===== src/rtl/pipeline_ifid_skid_pkg.sv =====
// Shared types and defaults for the IF/ID skid stage.
//   skid_state_t : occupancy state of the one-entry skid buffer
//   ifid_entry_t : fetch entry (pc, inst, debug tag) at the default widths
//   NOP_INST_DEFAULT : addi x0,x0,0, presented when no valid entry is held
package pipeline_ifid_skid_pkg;

  localparam int PC_WIDTH   = 32;
  localparam int INST_WIDTH = 32;
  localparam int DBG_WIDTH  = 3;

  localparam logic [31:0] NOP_INST_DEFAULT = 32'h0000_0013;

  typedef enum logic [1:0] {
    EMPTY = 2'd0,
    FULL  = 2'd1,
    SKID  = 2'd2
  } skid_state_t;

  typedef struct packed {
    logic [PC_WIDTH-1:0]   pc;
    logic [INST_WIDTH-1:0] inst;
    logic [DBG_WIDTH-1:0]  dbg;
  } ifid_entry_t;

endpackage


===== src/rtl/pipeline_ifid_skid_buffer.sv =====
// Generic valid/ready register slice with a one-entry skid buffer and flush.
// up_ready comes straight from a flop, so there is no combinational path from
// dn_ready back to the upstream side.
//   clk, rst      : clock, async active-high reset
//   flush         : drop everything held and anything offered this cycle
//   up_valid/up_ready/up_data : upstream handshake and payload
//   dn_valid/dn_ready/dn_data : downstream handshake and payload (main entry)
//   occupancy     : entries held, 0..2
//
// state | meaning
// EMPTY | nothing held, main keeps its last payload
// FULL  | main holds the entry presented downstream
// SKID  | main and skid both full, upstream blocked
module pipeline_ifid_skid_buffer
  import pipeline_ifid_skid_pkg::*;
#(
  parameter int           W         = 8,
  parameter logic [W-1:0] RESET_VAL = '0
) (
  input  logic         clk,
  input  logic         rst,
  input  logic         flush,
  input  logic         up_valid,
  output logic         up_ready,
  input  logic [W-1:0] up_data,
  output logic         dn_valid,
  input  logic         dn_ready,
  output logic [W-1:0] dn_data,
  output logic [1:0]   occupancy
);

  skid_state_t  state_q, state_d;
  logic [W-1:0] main_q, main_d;
  logic [W-1:0] skid_q, skid_d;
  logic         ready_q;
  logic         in_fire;
  logic         out_fire;

  assign in_fire  = up_valid & ready_q;
  assign out_fire = (state_q != EMPTY) & dn_ready;

  always_comb begin
    state_d = state_q;
    main_d  = main_q;
    skid_d  = skid_q;
    if (flush) begin
      state_d = EMPTY;
    end else begin
      unique case (state_q)
        EMPTY: begin
          if (in_fire) begin
            state_d = FULL;
            main_d  = up_data;
          end
        end
        FULL: begin
          if (in_fire && out_fire) begin
            main_d = up_data;
          end else if (out_fire) begin
            state_d = EMPTY;
          end else if (in_fire) begin
            state_d = SKID;
            skid_d  = up_data;
          end
        end
        SKID: begin
          if (out_fire) begin
            state_d = FULL;
            main_d  = skid_q;
          end
        end
        default: state_d = EMPTY;
      endcase
    end
  end

  always_ff @(posedge clk or posedge rst) begin
    if (rst) begin
      state_q <= EMPTY;
      main_q  <= RESET_VAL;
      skid_q  <= '0;
      ready_q <= 1'b1;
    end else begin
      state_q <= state_d;
      main_q  <= main_d;
      skid_q  <= skid_d;
      ready_q <= (state_d != SKID);
    end
  end

  assign up_ready  = ready_q;
  assign dn_valid  = (state_q != EMPTY);
  assign dn_data   = main_q;
  assign occupancy = state_q;

endmodule


===== src/rtl/pipeline_ifid_skid.sv =====
// IF/ID stage register between fetch and decode, built on a skid buffer so
// o_Ready is registered. Decode stall acts exactly like i_Ready=0; flush
// empties the stage and wins over stall. o_Inst shows NOP_INST whenever no
// valid entry is held; o_PC keeps the last held PC.
// Optional feature macro: PIPELINE_DBG_EN adds i_DbgTag/o_DbgTag, a tag that
// travels with each entry (0 after reset and whenever no entry is valid).
//   i_Clock, i_Reset          : clock, async active-high reset
//   i_Stall, i_Flush          : decode hazard stall, redirect flush
//   i_Valid/o_Ready/i_PC/i_Inst : upstream side
//   o_Valid/i_Ready/o_PC/o_Inst : downstream side
//   o_Occupancy               : entries held, 0..2
module pipeline_ifid_skid
  import pipeline_ifid_skid_pkg::*;
#(
  parameter int                    PC_WIDTH   = 32,
  parameter int                    INST_WIDTH = 32,
  parameter logic [PC_WIDTH-1:0]   RESET_PC   = ~PC_WIDTH'(3),
  parameter logic [INST_WIDTH-1:0] NOP_INST   = INST_WIDTH'(NOP_INST_DEFAULT),
  parameter int                    DBG_WIDTH  = 3
) (
  input  logic                  i_Clock,
  input  logic                  i_Reset,
  input  logic                  i_Stall,
  input  logic                  i_Flush,
  input  logic                  i_Valid,
  output logic                  o_Ready,
  input  logic [PC_WIDTH-1:0]   i_PC,
  input  logic [INST_WIDTH-1:0] i_Inst,
`ifdef PIPELINE_DBG_EN
  input  logic [DBG_WIDTH-1:0]  i_DbgTag,
  output logic [DBG_WIDTH-1:0]  o_DbgTag,
`endif
  output logic                  o_Valid,
  input  logic                  i_Ready,
  output logic [PC_WIDTH-1:0]   o_PC,
  output logic [INST_WIDTH-1:0] o_Inst,
  output logic [1:0]            o_Occupancy
);

  typedef struct packed {
    logic [PC_WIDTH-1:0]   pc;
    logic [INST_WIDTH-1:0] inst;
`ifdef PIPELINE_DBG_EN
    logic [DBG_WIDTH-1:0]  dbg;
`endif
  } entry_t;

`ifdef PIPELINE_DBG_EN
  localparam entry_t RESET_ENTRY = '{pc: RESET_PC, inst: NOP_INST, dbg: '0};
`else
  localparam entry_t RESET_ENTRY = '{pc: RESET_PC, inst: NOP_INST};
`endif

  entry_t up_entry;
  entry_t main_entry;
  logic   dn_ready;

  assign up_entry.pc   = i_PC;
  assign up_entry.inst = i_Inst;
`ifdef PIPELINE_DBG_EN
  assign up_entry.dbg  = i_DbgTag;
`endif

  assign dn_ready = i_Ready & ~i_Stall;

  pipeline_ifid_skid_buffer #(
    .W         ($bits(entry_t)),
    .RESET_VAL (RESET_ENTRY)
  ) u_skid (
    .clk       (i_Clock),
    .rst       (i_Reset),
    .flush     (i_Flush),
    .up_valid  (i_Valid),
    .up_ready  (o_Ready),
    .up_data   (up_entry),
    .dn_valid  (o_Valid),
    .dn_ready  (dn_ready),
    .dn_data   (main_entry),
    .occupancy (o_Occupancy)
  );

  assign o_PC   = main_entry.pc;
  assign o_Inst = o_Valid ? main_entry.inst : NOP_INST;
`ifdef PIPELINE_DBG_EN
  assign o_DbgTag = o_Valid ? main_entry.dbg : '0;
`endif

endmodule


===== config.mk =====
export PLATFORM = sky130hd
export DESIGN_NAME = pipeline_ifid_skid
export DESIGN_NICKNAME = d
export VERILOG_FILES = /design/src/rtl/pipeline_ifid_skid_pkg.sv /design/src/rtl/pipeline_ifid_skid_buffer.sv /design/src/rtl/pipeline_ifid_skid.sv
export SDC_FILE = /design/constraint.sdc
export NUM_CORES = 1
export LEC_CHECK = 0
export CAP_MARGIN = 20
export CORE_UTILIZATION = 40
export DETAILED_ROUTE_END_ITERATION = 8
export GPL_TIMING_DRIVEN = 0
export PLACE_DENSITY = 0.78
export SLEW_MARGIN = 20
export SYNTH_ARGS = -nofsm -noshare
export SYNTH_HDL_FRONTEND = slang
export SYNTH_SLANG_ARGS = --single-unit
export TNS_END_PERCENT = 30

===== constraint.sdc =====
create_clock -name i_Clock -period 4.16 [get_ports i_Clock]
set_input_delay 1.04 -clock i_Clock [delete_from_list [all_inputs] [get_ports i_Clock]]
set_output_delay 1.04 -clock i_Clock [all_outputs]
set_load 0.03 [all_outputs]

Word level (Yosys, flattened, before mapping):

Index checks and enable logic that the tools add are counted.

* mux-type cells: 12
* reduce and logical (&&, ||, !) cells: 6
* equal/unequal tests: 6
* bitwise logic cells: 7

Operator list (number)
* two-way mux 64 bit: 3
* one-hot mux 64 bit (3 select lines): 1
* two-way mux 32 bit: 1
* two-way mux 2 bit: 6
* AND reduction 5 bit: 2
* != test 2 x 1 -> 1 bit (second input constant): 3
* one-hot mux 2 bit (3 select lines): 1
* NOT 1 bit: 4
* AND 1 bit: 3
* nonzero test 3 bit: 1
* == test 2 x 1 -> 1 bit (second input constant): 1
* == test 2 bit (second input constant): 1
* zero test 2 bit: 1
* != test 2 bit (second input constant): 1
* nonzero test 2 bit: 1
* logical AND 1 bit: 1

* output and inout bits: 68
* input bits: 70
* word-level logic and storage cells: 35
* register bits: 131

Logic depth before layout (Yosys ltp):

* word-level depth: 8
* mapped depth: 6

Hierarchy:

From an unflattened synthesis, not the netlist that was laid out.

* cells, all modules: 467
* area total of the unflattened synthesis: 5923.2 sq um

Modules (own cells, without submodules)
* pipeline_ifid_skid_buffer: area each 5701.7 sq um, times used 1, cells an instance 431
* pipeline_ifid_skid: area each 221.5 sq um, times used 1, cells an instance 36

Worst setup path after synthesis:

Ideal clock, no wire load.

* path kind: register -> output
* start point: register u_skid.state_q[0], in the netlist u_skid.occupancy[0]
* end point: output o_Inst[10]
* arrival: 1.400 ns
* cell stages (with the launch flop): 4
* data required time: 3.120 ns
* buffers on the path: 1
* setup slack: 1.720 ns
* cells stage by stage: dfrtp_1 -> nor2_1 -> clkbuf_1 -> nor2b_1

* cells in the longest elaborated chain, start to end: 2

RTL lines
* start, declared: line pipeline_ifid_skid_buffer.sv:32 `skid_state_t state_q, state_d;`
* start signal, assigned: line pipeline_ifid_skid_buffer.sv:84 `state_q <= state_d;`
* nonzero test 2 bit: line pipeline_ifid_skid_buffer.sv:92 `assign dn_valid = (state_q != EMPTY);`
* two-way mux 32 bit: line pipeline_ifid_skid.sv:83 `assign o_Inst = o_Valid ? main_entry.inst : NOP_INST;`
* end, declared: line pipeline_ifid_skid.sv:36 `output logic [INST_WIDTH-1:0] o_Inst,`

Every way passes these cells.

Final worst setup path:

* start point: register u_skid.state_q[0], in the netlist u_skid.occupancy[0]
* end point: output o_Inst[1]

Same word-level chain as after synthesis.

==> impl_metrics.ini <==
[sta]
fmax_mhz = 274
setup_tns_ns = 0
fin_crit_ns = 3.65
setup_viol = 0
fin_worst_skew_ns = 0.00700
rsz0062_at_grt = no
worst_pin_slew_ns = 0.718
hold_viol = 0
slew_headroom_pct = 52.0
drv_slew = 0
holdWs_ns = 0.482
period_share_pct = 87.8
setup_slack_ns = 0.508

[grt]
grt_pass1_vias = 4660
grt_max_degree = 37
grt_pass1_wl_um = 23900
grt_overflow = 0
track_usage_pct = 19.7
antenna_found_initial = 0

[route]
wl_um = 14200
final_antenna_net_count = 0
route.met3.wl_um = 897
first_iter_violations = 209
num_vias = 4375
dr.pass1.iters = 7
met1_length_um = 6360
wl_met2_um = 6740
drc = 9
vias_per_cell = 5.08
wl_per_cell_um = 16.5
top_layer = met4

[clock_network]
postCtsSetupBuffers = 0
path_clk_slew_ns = 0.06
cts_buffer_depth = 2
clk_latency_ns = 0.42
tritoncts = yes
ctsResizeCount = 0
cts-hold-fix-buffers = 0
htreeDepth = 4
cts_made_buffers = 17
numClockSinks = 131
cts-root-buf = clkbuf_16

[worst_setup_path]
path_cells = nor2_1 > clkbuf_1 > or2_2 > clkdlybuf4s50_1
worst_ep_arrival_time_ns = 2.61
critical_path_class = reg -> out
crit_path_end_kind = output port
worst-endpoint-required_ns = 3.12
cp_max_fo = 10
critPathLaunchType = flip-flop
cp_slowest_stage_delay_ns = 0.67
critPathBufInv = 2
crit_family = buffers and inverters
crit_slowest_cell = clkdlybuf4s50_1

[yosys]
netlist_instances = 505
synth.distinct_cells = 24
synth_top_area_share_pct = 39.7
synth_edf_count = 0
synthFlopType = dfrtp_1
ys_ff_latch = 131
syn_area_mm2 = 0.00612
yosysTopAreaCell = dfrtp_1
async_reset_ff_share_pct = 100
syn_avg_cell_area_um2 = 12.1
ys_seq_area_share_pct = 54.3
syn_nets = 575
synth.area.top_cells = dfrtp_1, dfstp_2, mux2_2
ys_warn_count = 0

[pwr]
powerDensity_mw_per_mm2 = 575
switchingPower_mw = 1.41
p_leak_nw = 3.52
share_comb_of_total_power_pct = 28.4
intPower_mw = 3.42
ir_drop_mv = 0.350
power_frac_clock_pct = 31.1
swShare_pct = 29.2
p_seq_share_pct = 40.5

[die]
core_area_mm2 = 0.0147
rows = 44
num_io_pins = 138
die_w_um = 126
initial_utilization_pct = 41.6
die-height_um = 126
dieArea_mm2 = 0.0158

[placed_design]
io_buffers = 137
dpl_cell_area_mm2 = 0.00781
dp.cells = 830
place.gp.congestion = 0.780
dpl.hpwl_um = 10200
pre_cts_ws_ns = 0.853

[layout]
layout_common_cells = clkdlybuf4s50_1, dfrtp_1, o21ai_0, mux2i_1, mux2_2
final_common_cell = clkdlybuf4s50_1
synthToLayoutAreaGrowth_pct = 37.5
seqCellArea_mm2 = 0.00332
diodes = 0
finalNonFillerCells = 862
nNetsFinal = 735
final_layout_size_suffix_gt1_share_pct = 28.3
finish.instance_area_mm2 = 0.00841
fill_cells = 1177
multi_input_area_mm2 = 0.00231

[run_status]
violations = DRC
outcome = finished with violations

[worst_hold_path]
hold_class = reg -> reg

[flow_run]
maxCapViolations = 0
cells by family after synthesis:
logic type	count (synthesis)	share of synthesized area, %
buffers and inverters	72	7.98
flip-flops	131	54.3
adder cells (fa/ha/maj)	1	0.184
AND/OR/NAND/NOR	43	4.56
AO/OA/AOI/OAI	130	10.7
multiplexers	128	22.3
stage by stage:
stage | power, mW | utilization [%]
floorplan | 2.84 | -
global placement | 3.28 | 52.5
detailed placement | 3.36 | 53.1
CTS | 4.88 | 57.2
global route | 5.09 | 57.2
finish | 4.83 | 57.2
layout make-up:
class	count	share of cell area, %
Multi-Input combinational cell	302	27.4
Timing Repair Buffer	141	17.3
Tap cell	184	2.74
Clock inverter	14	1.93
Buffer	69	5.67
Inverter	3	0.179
Sequential cell	131	39.5
Clock buffer	18	5.22
sequential cells by signal, summed over array words and instances (netlist names):
signal	cells
u_skid.dn_data	64
u_skid.occupancy	2
u_skid.skid_q	64
u_skid.up_ready	1
power groups by stage:
stage | registers (mW) | logic, mW | clock network, mW
floorplan | 1.91 | 0.930 | 0
global placement | 1.94 | 1.34 | 0
detailed placement | 1.97 | 1.38 | 0
CTS | 1.96 | 1.39 | 1.54
global route | 2.01 | 1.49 | 1.59
finish | 1.96 | 1.37 | 1.50
worst register-to-register path, cell delays in order (launching register included):
cell and delay, ns:
dfstp_2 0.54, nand4b_1 0.17, nor3_4 0.60, buf_6 0.25
mux2_2 0.35
synthesized netlist by cell type (all sizes together), types with 3 or more instances:
library cell and instances:
buf 51, clkbuf 18, dfrtp 97, dfstp 34, inv 3, mux2 64, mux2i 64, nor2b 31
o21ai 128, or2 5
worst paths after layout:
path | slack [ns] | endpoint | depth (start not counted) | from
max | 0.51 | o_Inst[1] | 4 | u_skid.occupancy[0]
max in group asynchronous | 2.43 | u_skid.dn_data[35] | 4 | i_Reset
min reg2reg | 0.48 | u_skid.dn_data[40] | 2 | u_skid.dn_data[40]
min | 0.48 | u_skid.dn_data[40] | 2 | u_skid.dn_data[40]
max reg2reg | 2.12 | u_skid.skid_q[24] | 4 | u_skid.up_ready
min in group asynchronous | 0.97 | u_skid.skid_q[57] | 2 | i_Reset
routing by layer:
layer / track usage (%) / vias up
met5: 0 / -
met3: 5.82 / 21
met4: 8.32 / 0
met2: 31.1 / 137
met1: 25.3 / 2150
li1: - / 2067
Power figures use the tool's default switching activity.
